`src/rtl/exec_sequencer_pkg.sv`:
```
// Shared constants for the execution sequencer: decoded opcode/group flag indices,
// stage bit positions and the one-hot state encoding built from them.
package exec_sequencer_pkg;

    localparam int OPCODE_COUNT = 12;
    localparam int GROUP_COUNT  = 6;

    // Bit positions inside the one-hot opcode_type vector
    localparam int TYPE_UNKNOWN = 0;
    localparam int TYPE_NOP     = 1;
    localparam int TYPE_ADD     = 2;
    localparam int TYPE_SUB     = 3;
    localparam int TYPE_MOV     = 4;
    localparam int TYPE_RJMP    = 5;
    localparam int TYPE_BRBS    = 6;
    localparam int TYPE_BRBC    = 7;
    localparam int TYPE_LD      = 8;
    localparam int TYPE_ST      = 9;
    localparam int TYPE_PUSH    = 10;
    localparam int TYPE_POP     = 11;

    // Bit positions inside the opcode_group flag vector (flags may combine)
    localparam int GROUP_ALU          = 0;
    localparam int GROUP_REGISTER     = 1;
    localparam int GROUP_CONTROL_FLOW = 2;
    localparam int GROUP_MEMORY       = 3;
    localparam int GROUP_LOAD         = 4;
    localparam int GROUP_STORE        = 5;

    localparam int STAGE_IF  = 0;
    localparam int STAGE_ID  = 1;
    localparam int STAGE_EX  = 2;
    localparam int STAGE_MEM = 3;
    localparam int STAGE_WB  = 4;

    // One-hot so the state register doubles as the stage output
    typedef enum logic [4:0] {
        ST_IF  = 5'(1 << STAGE_IF),
        ST_ID  = 5'(1 << STAGE_ID),
        ST_EX  = 5'(1 << STAGE_EX),
        ST_MEM = 5'(1 << STAGE_MEM),
        ST_WB  = 5'(1 << STAGE_WB)
    } state_t;

    function automatic logic signed [11:0] sext7(input logic [6:0] v);
        return $signed({{5{v[6]}}, v});
    endfunction

endpackage

```
`src/rtl/exec_sequencer_branch_eval.sv`:
```
// Combinational branch resolution: decides whether a control-flow op is taken
// and produces the signed PC displacement for it.
module branch_eval
    import exec_sequencer_pkg::*;
(
    input  logic               is_rjmp,
    input  logic               is_brbs,
    input  logic               is_brbc,
    input  logic [11:0]        imd,
    input  logic [2:0]         bit_idx,
    input  logic [7:0]         sreg,
    output logic               taken,
    output logic signed [11:0] offset
);

    always_comb begin
        taken  = 1'b0;
        offset = '0;
        if (is_rjmp) begin
            taken  = 1'b1;
            offset = $signed(imd);
        end else if (is_brbs) begin
            taken  = sreg[bit_idx];
            offset = sext7(imd[6:0]);
        end else if (is_brbc) begin
            taken  = !sreg[bit_idx];
            offset = sext7(imd[6:0]);
        end
    end

endmodule

```
`src/rtl/exec_sequencer.sv`:
```
// Multi-cycle instruction sequencer: steps IF/ID/EX/MEM/WB and issues the
// single-cycle control strobes for each decoded instruction class.
module exec_sequencer
    import exec_sequencer_pkg::*;
(
    input  logic                    clk,
    input  logic                    rst_n,
    input  logic [OPCODE_COUNT-1:0] opcode_type,
    input  logic [GROUP_COUNT-1:0]  opcode_group,
    input  logic [11:0]             opcode_imd,
    input  logic [2:0]              opcode_bit,
    input  logic [7:0]              sreg,
    input  logic                    mem_ack,
    output logic [4:0]              stage,
    output logic                    ir_load,
    output logic                    pc_inc,
    output logic                    pc_load,
    output logic signed [11:0]      pc_offset,
    output logic                    mem_req,
    output logic                    mem_we,
    output logic                    sp_inc,
    output logic                    sp_dec,
    output logic                    alu_en,
    output logic                    reg_we,
    output logic                    illegal
);

    state_t                  state, state_nxt;
    logic [OPCODE_COUNT-1:0] type_q;
    logic [GROUP_COUNT-1:0]  group_q;
    logic [11:0]             imd_q;
    logic [2:0]              bit_q;
    logic                    br_taken;
    logic signed [11:0]      br_offset;
    logic                    unused_type;

    assign unused_type = ^type_q;

    always_ff @(posedge clk) begin
        if (!rst_n) begin
            state   <= ST_IF;
            type_q  <= '0;
            group_q <= '0;
        end else begin
            state <= state_nxt;
            if (state == ST_ID) begin
                type_q  <= opcode_type;
                group_q <= opcode_group;
            end
        end
    end

    // Operand fields follow the opcode capture but need no reset
    always_ff @(posedge clk) begin
        if (state == ST_ID) begin
            imd_q <= opcode_imd;
            bit_q <= opcode_bit;
        end
    end

    branch_eval u_branch_eval (
        .is_rjmp (type_q[TYPE_RJMP]),
        .is_brbs (type_q[TYPE_BRBS]),
        .is_brbc (type_q[TYPE_BRBC]),
        .imd     (imd_q),
        .bit_idx (bit_q),
        .sreg    (sreg),
        .taken   (br_taken),
        .offset  (br_offset)
    );

    always_comb begin
        state_nxt = state;
        ir_load   = 1'b0;
        pc_inc    = 1'b0;
        pc_load   = 1'b0;
        pc_offset = '0;
        mem_req   = 1'b0;
        mem_we    = 1'b0;
        sp_inc    = 1'b0;
        sp_dec    = 1'b0;
        alu_en    = 1'b0;
        reg_we    = 1'b0;
        illegal   = 1'b0;

        case (state)
            ST_IF: begin
                ir_load   = 1'b1;
                pc_inc    = 1'b1;
                state_nxt = ST_ID;
            end
            ST_ID: begin
                if (opcode_type[TYPE_UNKNOWN]) begin
                    illegal   = 1'b1;
                    state_nxt = ST_IF;
                end else if (opcode_type[TYPE_NOP]) begin
                    state_nxt = ST_IF;
                end else begin
                    state_nxt = ST_EX;
                end
            end
            ST_EX: begin
                if (group_q[GROUP_CONTROL_FLOW]) begin
                    pc_load   = br_taken;
                    pc_offset = br_offset;
                    state_nxt = ST_IF;
                end else if (group_q[GROUP_MEMORY]) begin
                    sp_inc    = type_q[TYPE_POP];
                    state_nxt = ST_MEM;
                end else if (group_q[GROUP_ALU]) begin
                    alu_en    = 1'b1;
                    state_nxt = ST_WB;
                end else if (group_q[GROUP_REGISTER]) begin
                    state_nxt = ST_WB;
                end else begin
                    state_nxt = ST_IF;
                end
            end
            ST_MEM: begin
                mem_req = 1'b1;
                mem_we  = group_q[GROUP_STORE];
                if (mem_ack) begin
                    sp_dec    = type_q[TYPE_PUSH];
                    state_nxt = group_q[GROUP_LOAD] ? ST_WB : ST_IF;
                end
            end
            ST_WB: begin
                reg_we    = 1'b1;
                state_nxt = ST_IF;
            end
            default: state_nxt = ST_IF;
        endcase

        // Outputs are quiet while reset is held, whatever state is registered
        if (!rst_n) begin
            ir_load   = 1'b0;
            pc_inc    = 1'b0;
            pc_load   = 1'b0;
            pc_offset = '0;
            mem_req   = 1'b0;
            mem_we    = 1'b0;
            sp_inc    = 1'b0;
            sp_dec    = 1'b0;
            alu_en    = 1'b0;
            reg_we    = 1'b0;
            illegal   = 1'b0;
        end
    end

    assign stage = rst_n ? state : ST_IF;

endmodule

```
`config.mk`:
```
export PLATFORM = sky130hd
export DESIGN_NAME = exec_sequencer
export DESIGN_NICKNAME = d
export VERILOG_FILES = /design/src/rtl/exec_sequencer_pkg.sv /design/src/rtl/exec_sequencer_branch_eval.sv /design/src/rtl/exec_sequencer.sv
export SDC_FILE = /design/constraint.sdc
export NUM_CORES = 1
export LEC_CHECK = 0
export BUFFER_PORTS_ARGS = -buffer_cell sky130_fd_sc_hd__buf_2
export CAP_MARGIN = 15
export CORE_MARGIN = 2
export CORE_UTILIZATION = 47
export CTS_BUF_LIST = sky130_fd_sc_hd__clkbuf_4 sky130_fd_sc_hd__clkbuf_8
export DETAILED_ROUTE_END_ITERATION = 12
export GPL_TIMING_DRIVEN = 0
export PLACE_DENSITY = 0.79
export SYNTH_ARGS = -nofsm -noshare
export SYNTH_HDL_FRONTEND = slang
export SYNTH_SLANG_ARGS = --single-unit
export TNS_END_PERCENT = 1
```
`constraint.sdc`:
```
create_clock -name clk -period 2.09 [get_ports clk]
set_clock_uncertainty 0.2 [all_clocks]
set_input_delay 0.418 -clock clk [delete_from_list [all_inputs] [get_ports clk]]
set_output_delay 0.418 -clock clk [all_outputs]
set_load 0.02 [all_outputs]
```
==> impl_metrics.py <==
metrics = {
    "hold_path": {
        "hold_start": "opcode_imd[6]",
        "hold-path-endpoint": "imd_q[6]",
        "timing.hold.worst.class": "input port to register",
        "min_path_cells": 1,
    },
    "worst_setup_path": {
        "worstRegToRegCells": 5,
        "critical_path.reg2reg.startpoint": "state[0]",
        "crit_fanout": 2,
        "setup.worst_path.start_class": "register",
        "cp_data_arrival_time_ps": 1850,
        "crit_required_ps": 1470,
        "end_kind": "primary output",
        "timing_worst_setup_path_type": "register to primary output",
        "r2r_end": "imd_q[10]",
        "timing.reg2reg.setup_slack_ps": 460,
    },
    "drt": {
        "antenna_violating_nets_post_route": 0,
        "detail_route.drc_violations": 0,
        "vias_per_cell": 5.02,
        "wire_per_inst_um": 12.9,
        "detail_route.iter0.violations": 24,
        "first_pass_iters": 4,
        "finalWirelength_mm": 3.23,
        "dr_total_vias": 1259,
    },
    "final_layout": {
        "multiInputGateArea_um2": 674,
        "final_core_utilization": 0.681,
        "nFillCells": 250,
        "drive_above_1_share": 0.436,
        "finish.net_count": 261,
        "layoutNonFillerInstCount": 251,
        "syn_to_final_growth_pct": 39.3,
        "antennaDiodeCount": 0,
        "ff_latch_area_um2": 776,
    },
    "power_and_ir_drop": {
        "power_per_cell_area_nw_per_um2": 674,
        "power.leakage_nw": 0.904,
        "vdd_drop_max_v": 0.000335,
        "totalPowerFinal_w": 0.00138,
    },
    "timing": {
        "rsz0062_at_grt": "yes",
        "timing.final.crit_share": 1.18,
        "maximum_achievable_frequency_ghz": 0.405,
        "report.final.slew_viol_count": 0,
        "tightest_slew_ps": 369,
        "timing.final.ws_setup_ps": -381,
        "hold_violations": 0,
        "timing.final.crit_period_ps": 2470,
        "setup_viol": 17,
        "slew_headroom": 0.754,
    },
    "cts": {
        "tritoncts": "built",
        "cts_setup_buffers": 0,
        "insertion_delay_ps": 330,
        "numClockSinks": 31,
        "clock-root-buffer": "sky130_fd_sc_hd__clkbuf_4",
        "number_of_buffers_created_by_cts": 5,
        "cts_hold_buf": 0,
        "clock_path_buffers": 2,
        "cts.reportedPaths.clkPinSlew_ps": 100,
        "cts.htree.levels": 2,
    },
    "run_status": {
        "status": "finished, violations left",
        "violations_in_the_final_reports": "negative setup slack",
    },
    "yosys": {
        "synthesis.nets": 190,
        "avgSynthCellArea_um2": 10.1,
        "post_synthesis_compound_gate_area_fraction": 0.128,
        "synthDistinctLibCells": 34,
        "post_synthesis_share_of_cell_area_spent_on_xor_and_xnor_gates": 0.00597,
        "main_combinational_cell_family_by_area_after_synthesis": "simple AND/OR/NAND/NOR gates",
        "synthesis.instances": 146,
        "synthSimpleGateAreaFrac": 0.251,
        "synth_seq_area_share": 0.525,
        "yosys_register_bits": 31,
        "mappedNetlistArea_um2": 1470,
        "yosys_warnings": 0,
        "synth.mux.area_fraction": 0.0426,
        "yosys.area_share.adder": 0,
    },
    "floorplanning": {
        "io_pins": 71,
        "floorplan.rows": 20,
        "initial_utilization": 0.489,
        "floorplan.die_area_um2": 3590,
        "floorplan.core_area_um2": 3000,
        "die_height_um": 59.9,
        "die_x_um": 59.9,
    },
    "job": {
        "count_of_maximum_capacitance_violations": 0,
    },
    "grt": {
        "grt_antenna_before_repair": 0,
        "grt_start_max_net_pins": 25,
        "track_usage": 0.193,
        "grt_first_pass_wirelength_mm": 5.06,
        "gr-total-overflow": 0,
        "via_count_of_the_first_global_routing_pass": 1173,
    },
    "placed_design": {
        "numPortBuffers": 64,
        "post-place-cells": 243,
        "gp_congestion": 0.780,
        "estimated_wirelength_of_the_detail_placed_design_mm": 2.27,
    },
}
## cells in the mapped netlist (all sizes together)
master	number	area share
a211oi	1	0.0051
a21boi	11	0.056
a21oi	6	0.020
a22oi	1	0.0051
a31oi	1	0.0043
and2	12	0.051
and3	5	0.021
and4	1	0.0060
and4b	2	0.014
buf	5	0.025
clkbuf	3	0.0077
dfxtp	16	0.22
edfxtp	15	0.31
inv	6	0.015
mux2i	1	0.0068
mux4	2	0.036
nand2	25	0.064
nand2b	1	0.0043
nand3b	4	0.020
nor2	11	0.028
nor2b	2	0.0085
nor3	3	0.018
nor3b	3	0.015
o21a	2	0.010
o21ai	4	0.014
o221ai	1	0.0060
o31a	1	0.0068
xor2	1	0.0060
## cells by family after synthesis
logic type             Yosys count
buffers and inverters           14
multiplexers                     3
AND/OR/NAND/NOR                 69
XOR/XNOR                         1
AO/OA/AOI/OAI                   28
flip-flops                      31
## where the power goes
| part | switching, W | internal (W) | total [W] |
|---|---|---|---|
| Sequential | 0.0000203 | 0.000671 | 0.000691 |
| Combinational | 0.0000979 | 0.0000985 | 0.000196 |
| Clock | 0.000209 | 0.000283 | 0.000491 |
| Total | 0.000327 | 0.00105 | 0.00138 |
## cell usage in the layout (no fill, tap or decap), drive strengths merged, types with 2 or more instances in the layout
cell    count
nand3b      4
edfxtp     15
o21a        2
mux4        2
nor2       11
and4b       2
o21ai       4
buf        69
nor3        3
inv         6
a21oi       6
clkbuf      9
nor3b       3
nor2b       2
nand2      25
a21boi     11
and3        5
and2       12
dfxtp      16
## stage by stage
stage / hold WS [ps] / area, µm² / setup slack, ps / TNS (ps)
6_report: 49.1 / 2040 / -381 / -4380
5_1_grt: 28.2 / 2040 / -457 / -6290
4_1_cts: 39.1 / 2010 / -390 / -4560
3_5_place_dp: 250 / 1830 / -181 / -768
3_3_place_gp: 239 / 1830 / -139 / -534
2_1_floorplan: 231 / 1470 / 14.6 / 0
## registers in the layout, summed over array words and instances, names as in the netlist
| name | cells |
|---|---|
| imd_q | 12 |
| group_q | 6 |
| state | 5 |
| type_q | 5 |
| bit_q | 3 |
## worst max-delay path by stage
stage / start / endpoint / depth (start not counted)
final: bit_q[0] / pc_load / 5
after global placement: sreg[3] / pc_load / 6
after detailed placement: sreg[3] / pc_load / 6
after CTS: bit_q[0] / pc_load / 5
after global routing: bit_q[0] / pc_load / 6
after floorplan: sreg[3] / pc_load / 4
## repair_timing
item                       in CTS  in global routing
setup endpoints to repair      19                 22
resized for setup              35                  7
pin swaps                       4                  3
## critical path: stages, from the launching register on
cell and delay [ps]:
sky130_fd_sc_hd__edfxtp_1 400, sky130_fd_sc_hd__mux4_2 550, sky130_fd_sc_hd__mux2i_4 180, sky130_fd_sc_hd__a211oi_2 90, sky130_fd_sc_hd__nor2_1 140, sky130_fd_sc_hd__buf_4 160
## layout make-up
| class | count | area share |
|---|---|---|
| Buffer | 8 | 0.0294 |
| Clock buffer | 6 | 0.0251 |
| Clock inverter | 2 | 0.0171 |
| Inverter | 6 | 0.0110 |
| Multi-Input combinational cell | 101 | 0.330 |
| Sequential cell | 31 | 0.379 |
| Tap cell | 33 | 0.0202 |
| Timing Repair Buffer | 64 | 0.188 |
## layer usage
layer  share of wire  global-route usage  wire length (µm)
met5               0                   0                 0
met4           0.016              0.0952                52
met3           0.054              0.0519               176
met2            0.50               0.320              1620
met1            0.43               0.231              1390
(Power assumes the default switching activity.)
